===== src/rtl/timer_arbiter_if.sv =====
// rtl/timer_arbiter_if.sv - requester-side bundle for the shared countdown timer arbiter
interface timer_arbiter_if #(
    parameter int NREQ = 4,
    parameter int CW   = 8
);
    logic [NREQ-1:0]    req;
    logic [NREQ*CW-1:0] len;
    logic [NREQ-1:0]    trg;
    logic               mode;
    logic [NREQ-1:0]    gnt;
    logic               out;
    logic [NREQ-1:0]    done;
    logic               busy;

    // requesters drive the request side and observe the timer status
    modport master (
        output req, len, trg, mode,
        input  gnt, out, done, busy
    );

    // the arbiter consumes requests and drives the timer status
    modport slave (
        input  req, len, trg, mode,
        output gnt, out, done, busy
    );
endinterface


===== src/rtl/timer_arbiter.sv =====
// rtl/timer_arbiter.sv - shared countdown timer with requester arbitration (TIMER_ARB_RR_EN selects round-robin)
module timer_arbiter #(
    parameter int NREQ = 4,
    parameter int CW   = 8
) (
    input  logic            i_clk,
    input  logic            i_rst_n,
    timer_arbiter_if.slave  io_bus
);
    localparam int IW = (NREQ > 1) ? $clog2(NREQ) : 1;
    localparam logic [CW-1:0] C_ONE = CW'(1);

    typedef enum logic [1:0] {
        S_IDLE,
        S_RUN,
        S_FIN
    } state_t;

    state_t          r_state;
    logic [NREQ-1:0] r_gnt;
    logic            r_out;
    logic [NREQ-1:0] r_done;
    logic            r_busy;
    logic [CW-1:0]   r_cnt;
    logic [IW-1:0]   r_idx;

    logic            w_any;
    logic [IW-1:0]   w_win;
    logic [NREQ-1:0] w_win_oh;
    logic [CW-1:0]   w_win_len;
    logic [CW-1:0]   w_cur_len;

`ifdef TIMER_ARB_RR_EN
    logic [IW-1:0]   r_ptr;
    int              w_j;

    // index that follows idx, wrapping at NREQ (pointer is not a power of two in general)
    function automatic logic [IW-1:0] f_next(input logic [IW-1:0] idx);
        if (int'(idx) == NREQ - 1) begin
            return '0;
        end
        return idx + 1'b1;
    endfunction

    // round-robin winner: scan downward so the candidate nearest the pointer is written last
    always_comb begin
        w_win = '0;
        w_j   = 0;
        for (int i = NREQ - 1; i >= 0; i--) begin
            w_j = int'(r_ptr) + i;
            if (w_j >= NREQ) begin
                w_j = w_j - NREQ;
            end
            if (io_bus.req[w_j]) begin
                w_win = w_j[IW-1:0];
            end
        end
    end
`else
    // fixed priority winner: scan downward so the lowest requesting index is written last
    always_comb begin
        w_win = '0;
        for (int i = NREQ - 1; i >= 0; i--) begin
            if (io_bus.req[i]) begin
                w_win = IW'(i);
            end
        end
    end
`endif

    assign w_any     = |io_bus.req;
    assign w_win_oh  = {{(NREQ-1){1'b0}}, 1'b1} << w_win;
    assign w_win_len = io_bus.len[int'(w_win)*CW +: CW];
    assign w_cur_len = io_bus.len[int'(r_idx)*CW +: CW];

    // control FSM; every status output is a register so nothing is combinational from inputs
    always_ff @(posedge i_clk) begin
        if (!i_rst_n) begin
            r_state <= S_IDLE;
            r_gnt   <= '0;
            r_out   <= 1'b0;
            r_done  <= '0;
            r_busy  <= 1'b0;
            r_cnt   <= '0;
            r_idx   <= '0;
`ifdef TIMER_ARB_RR_EN
            r_ptr   <= '0;
`endif
        end else begin
            r_done <= '0;
            case (r_state)
                S_IDLE: begin
                    if (w_any) begin
                        r_idx  <= w_win;
                        r_gnt  <= w_win_oh;
                        r_cnt  <= w_win_len;
                        r_busy <= 1'b1;
                        if (w_win_len != '0) begin
                            r_state <= S_RUN;
                            r_out   <= 1'b1;
                        end else begin
                            // zero-length window completes without ever raising OUT
                            r_state <= S_FIN;
                            r_done  <= w_win_oh;
                        end
                    end
                end
                S_RUN: begin
                    if (!io_bus.req[r_idx]) begin
                        // requester let go early: release silently
                        r_state <= S_IDLE;
                        r_gnt   <= '0;
                        r_out   <= 1'b0;
                        r_busy  <= 1'b0;
`ifdef TIMER_ARB_RR_EN
                        r_ptr   <= f_next(r_idx);
`endif
                    end else if (io_bus.mode && io_bus.trg[r_idx]) begin
                        // retrigger reloads the full length rather than extending it
                        r_cnt <= w_cur_len;
                        if (w_cur_len == '0) begin
                            r_state <= S_FIN;
                            r_out   <= 1'b0;
                            r_done  <= r_gnt;
                        end
                    end else if (r_cnt == C_ONE) begin
                        r_state <= S_FIN;
                        r_out   <= 1'b0;
                        r_done  <= r_gnt;
                    end else begin
                        r_cnt <= r_cnt - 1'b1;
                    end
                end
                S_FIN: begin
                    r_state <= S_IDLE;
                    r_gnt   <= '0;
                    r_busy  <= 1'b0;
`ifdef TIMER_ARB_RR_EN
                    r_ptr   <= f_next(r_idx);
`endif
                end
                default: begin
                    r_state <= S_IDLE;
                    r_gnt   <= '0;
                    r_out   <= 1'b0;
                    r_busy  <= 1'b0;
                end
            endcase
        end
    end

    assign io_bus.gnt  = r_gnt;
    assign io_bus.out  = r_out;
    assign io_bus.done = r_done;
    assign io_bus.busy = r_busy;
endmodule


===== src/flat_wrapper.sv =====
// flat-port wrapper written by rule: the top's interface ports become plain ports
module timer_arbiter_flat 
#(
    parameter int NREQ = 4,
    parameter int CW   = 8
)
  (i_clk, i_rst_n, io_bus_req, io_bus_len, io_bus_trg, io_bus_mode, io_bus_gnt, io_bus_out, io_bus_done, io_bus_busy);
  timer_arbiter_if #(.NREQ(NREQ), .CW(CW)) io_bus_i ();
  input  logic i_clk;
  input  logic i_rst_n;
  input wire logic [$bits(io_bus_i.req)-1:0] io_bus_req;
  input wire logic [$bits(io_bus_i.len)-1:0] io_bus_len;
  input wire logic [$bits(io_bus_i.trg)-1:0] io_bus_trg;
  input wire logic [$bits(io_bus_i.mode)-1:0] io_bus_mode;
  output wire logic [$bits(io_bus_i.gnt)-1:0] io_bus_gnt;
  output wire logic [$bits(io_bus_i.out)-1:0] io_bus_out;
  output wire logic [$bits(io_bus_i.done)-1:0] io_bus_done;
  output wire logic [$bits(io_bus_i.busy)-1:0] io_bus_busy;
  assign io_bus_i.req = io_bus_req;
  assign io_bus_i.len = io_bus_len;
  assign io_bus_i.trg = io_bus_trg;
  assign io_bus_i.mode = io_bus_mode;
  assign io_bus_gnt = io_bus_i.gnt;
  assign io_bus_out = io_bus_i.out;
  assign io_bus_done = io_bus_i.done;
  assign io_bus_busy = io_bus_i.busy;
  timer_arbiter #(.NREQ(NREQ), .CW(CW)) u_core (.i_clk(i_clk), .i_rst_n(i_rst_n), .io_bus(io_bus_i));
endmodule

===== config.mk =====
export PLATFORM = sky130hd
export DESIGN_NAME = timer_arbiter_flat
export DESIGN_NICKNAME = d
export VERILOG_FILES = /design/src/rtl/timer_arbiter_if.sv /design/src/rtl/timer_arbiter.sv /design/src/flat_wrapper.sv
export SDC_FILE = /design/constraint.sdc
export NUM_CORES = 1
export LEC_CHECK = 0
export ABC_AREA = 1
export BUFFER_PORTS_ARGS = -buffer_cell sky130_fd_sc_hd__buf_2
export CORE_MARGIN = 5
export CORE_UTILIZATION = 55
export CTS_BUF_LIST = sky130_fd_sc_hd__clkbuf_8
export DETAILED_ROUTE_END_ITERATION = 7
export GPL_TIMING_DRIVEN = 0
export PLACE_DENSITY_LB_ADDON = 0.2
export SLEW_MARGIN = 20
export SYNTH_ARGS = -nofsm -noshare
export SYNTH_HDL_FRONTEND = slang
export SYNTH_SLANG_ARGS = --single-unit

===== constraint.sdc =====
create_clock -name i_clk -period 1.75 [get_ports i_clk]
set_clock_uncertainty 0.05 [all_clocks]
set_input_delay 0.175 -clock i_clk [delete_from_list [all_inputs] [get_ports i_clk]]
set_output_delay 0.175 -clock i_clk [all_outputs]
set_load 0.03 [all_outputs]

==> results.cfg <==
[outcome]
status = completed

[sta]
slew_headroom = 0.6814
grt_setup_unrepaired = yes
tightest_slew_ns = 0.4780
hold_viol_final = 0
finalSetupViolCount = 0
max_freq_mhz = 576.1
timing.final.crit_period_ns = 1.736
drv_slew = 0
finalCritPeriodShare = 0.9918
setup_ws_ns = 0.01431

[route]
postRouteAntennaNets = 0
dr_wl_met2_um = 3105
route.detailed.drc = 0
routed-via-count = 2524
dr.pass1.iters = 7
viasPerCell = 5.572
top_layer = met4
drt_wl_total_um = 6423
drtIter0Drc = 259
routed-wl-met3_um = 393
met1Wirelength_um = 2761
wl_per_cell_um = 14.18

[place]
place.gp.congestion = 0.9073
dp_slack_ns = -0.01964
placed_cell_area_um2 = 2366
port_buffers = 52
dp_hpwl_um = 4645

[clocking]
cts-root-buf = clkbuf_8
htreeDepth = 1
numCtsBuffers = 3
cts_max_path_buffers = 2
clock_latency_ns = 0.26
path_clk_slew_ns = 0.08
cts_sinks = 22
hold_buffers = 0
cts_tree = built

[setup_path]
crit_family = simple AND/OR/NAND/NOR gates
worst-path-buf-inv = 2
critPathCaptureType = flip-flop
cp_slowest_cell = dfxtp_4
crit_type = reg2reg
worstPathArrival_ns = 1.88
worstPathMaxFanout = 8
critical_path.most_common_cell = nand2_2
required_ns = 1.90
crit_chain = buf_8, buf_8, nand2_2, nand3_2, nand2_2, nand2_2, nor2_4, nand3_4, a21oi_2, nand2_1, a21oi_2
cp_slowest_stage_delay_ns = 0.40
cp-start-kind = flip-flop

[floorplan]
num_rows = 22
core_area_um2 = 3633
die_w_um = 70.99
dieHeight_um = 70.99
start_util = 0.5630
io-pin-count = 53
die-area_um2 = 5039

[global_route]
grt_max_degree = 14
grt_pass1_vias = 2116
overflow = 0
grt_pass1_wl_um = 9604
grtUsageTotal = 0.2262
antenna_found_initial = 0

[synthesis]
ys_seq_area_frac = 0.2153
avgSynthCellArea_um2 = 6.035
netlist_top_cells_area = dfxtp_1 (22%), nand2_1 (16%), nand3_1 (11%)
synth.distinct_cells = 29
yosys_warnings = 0
syn_area_um2 = 2046
syn_inst = 339
synth_top_cell_area_share = 0.2153
synth_area_leader_cell = dfxtp_1
synth_nets = 384
ys_ff_latch = 22

[pwr]
total_power_w = 0.002228
power_density_nw_per_um2 = 818.9
p_leak_nw = 1.335
ir_worst_vdd_v = 0.0003957

[layout]
antenna_cells = 0
drive_gt1_frac = 0.3556
nets = 451
area_growth_pct = 32.97
post-route-util = 0.7486
design_area_um2 = 2720

[run]
max_cap_violations = 0

[worst_hold_path]
hold_class = in2reg
through the flow:
| step | cells | hold WS, ns | setup TNS, ns |
|---|---|---|---|
| finish | 453 | 0.1427 | 0 |
| global route | 453 | 0.1592 | -0.1356 |
| CTS | 443 | 0.1404 | 0 |
| detailed placement | 439 | 0.4130 | -0.02668 |
| global placement | 439 | 0.3941 | -0.00005884 |
| floorplan | 339 | 0.2633 | 0 |
worst register-to-register path: stages, from the launching register on:
cell     delay [ns]
dfxtp_4        0.40
buf_8          0.16
buf_8          0.12
nand2_2        0.05
nand3_2        0.09
nand2_2        0.12
nand2_2        0.08
nor2_4         0.13
nand3_4        0.11
a21oi_2        0.16
nand2_1        0.08
a21oi_2        0.13
power breakdown:
part           leakage, nW  total, W  internal, W  switching, W
Combinational         1.12   0.00111     0.000445      0.000669
Clock               0.0357  0.000475     0.000305      0.000170
Sequential           0.182  0.000638     0.000569     0.0000686
placed cells by master, fill, tap and decap left out, types with 2 or more instances in the layout:
| cell | synthesis | routed |
|---|---|---|
| nor2_2 | 6 | 7 |
| xor2_1 | 3 | 3 |
| nand2_2 | 9 | 22 |
| buf_6 | 6 | 4 |
| nor3_1 | 2 | 2 |
| o21ai_1 | 6 | 6 |
| nand3_2 | 7 | 12 |
| clkbuf_16 | 0 | 2 |
| nand4_1 | 3 | 3 |
| a21oi_2 | 1 | 4 |
| ha_1 | 2 | 2 |
| nor2_4 | 5 | 7 |
| o211ai_2 | 3 | 3 |
| o21ai_0 | 15 | 15 |
| buf_2 | 3 | 53 |
| xnor2_1 | 3 | 3 |
| inv_4 | 0 | 2 |
| a21oi_1 | 19 | 16 |
| buf_8 | 0 | 4 |
| nand2_4 | 0 | 4 |
| buf_4 | 2 | 10 |
| inv_1 | 35 | 35 |
| nand3_1 | 46 | 40 |
| clkbuf_8 | 0 | 3 |
| o211ai_1 | 5 | 5 |
| nor2_1 | 34 | 31 |
| nand2_1 | 88 | 71 |
| dfxtp_1 | 22 | 21 |
| a31oi_1 | 6 | 6 |
logic make-up after synthesis:
kind of cell,after synthesis,share of synthesized area
AND/OR/NAND/NOR,201,0.4612
AO/OA/AOI/OAI,57,0.1645
buffers and inverters,51,0.1211
flip-flops,22,0.2153
XOR/XNOR,6,0.02569
adder cells (fa/ha/maj),2,0.01223
cell type report:
class                           instances  area (um^2)
Tap cell                               48        60.06
Fill cell                             321        913.4
Clock inverter                          1        30.03
Sequential cell                        22        444.2
Inverter                               39        158.9
Timing Repair Buffer                   63        377.9
Buffer                                 11        121.4
Clock buffer                            3        41.29
Multi-Input combinational cell        266         1486
Yosys cell counts:
library cell,number
nor2_4,5
nand2_2,9
xnor2_1,3
nor3_1,2
o21ai_2,1
a21oi_1,19
clkbuf_1,1
nand3_2,7
o22ai_1,1
o21ai_1,6
inv_1,35
nor2_2,6
o211ai_1,5
buf_6,6
nand4_1,3
buf_4,2
buf_2,3
nand3_1,46
nor2_1,34
or2_2,1
o21ai_0,15
xor2_1,3
a21oi_2,1
ha_1,2
inv_2,4
dfxtp_1,22
o211ai_2,3
a31oi_1,6
nand2_1,88
worst paths after layout:
check / start / end / slack [ns] / cells after the start
setup reg to reg: u_core.r_idx[0] / u_core.io_bus.out / 0.01 / 11
setup / recovery: u_core.r_idx[0] / u_core.io_bus.out / 0.01 / 11
hold / removal: i_rst_n / u_core.r_cnt[2] / 0.14 / 3
hold reg to reg: u_core.io_bus.out / u_core.io_bus.out / 0.42 / 2
registers in the layout, summed over array words and instances (netlist names):
register            cells
u_core.io_bus.done      4
u_core.io_bus.busy      1
u_core.r_idx            2
u_core.r_cnt            8
u_core.io_bus.gnt       4
u_core.r_state          2
u_core.io_bus.out       1
per-layer routing:
metal / vias to the layer above / GRT usage
li1: 1242 / -
met2: 114 / 0.3666
met4: 0 / 0.05637
met1: 1149 / 0.3168
met3: 19 / 0.02983
met5: - / 0
what timing repair did:
item / 4_1_cts / 5_1_grt
cloned: 0 / 2
setup buffers: 0 / 9
pin swaps: 0 / 21
setup endpoints to repair: 4 / 15
gates resized for setup: 2 / 51
Power figures use the tool's default switching activity.
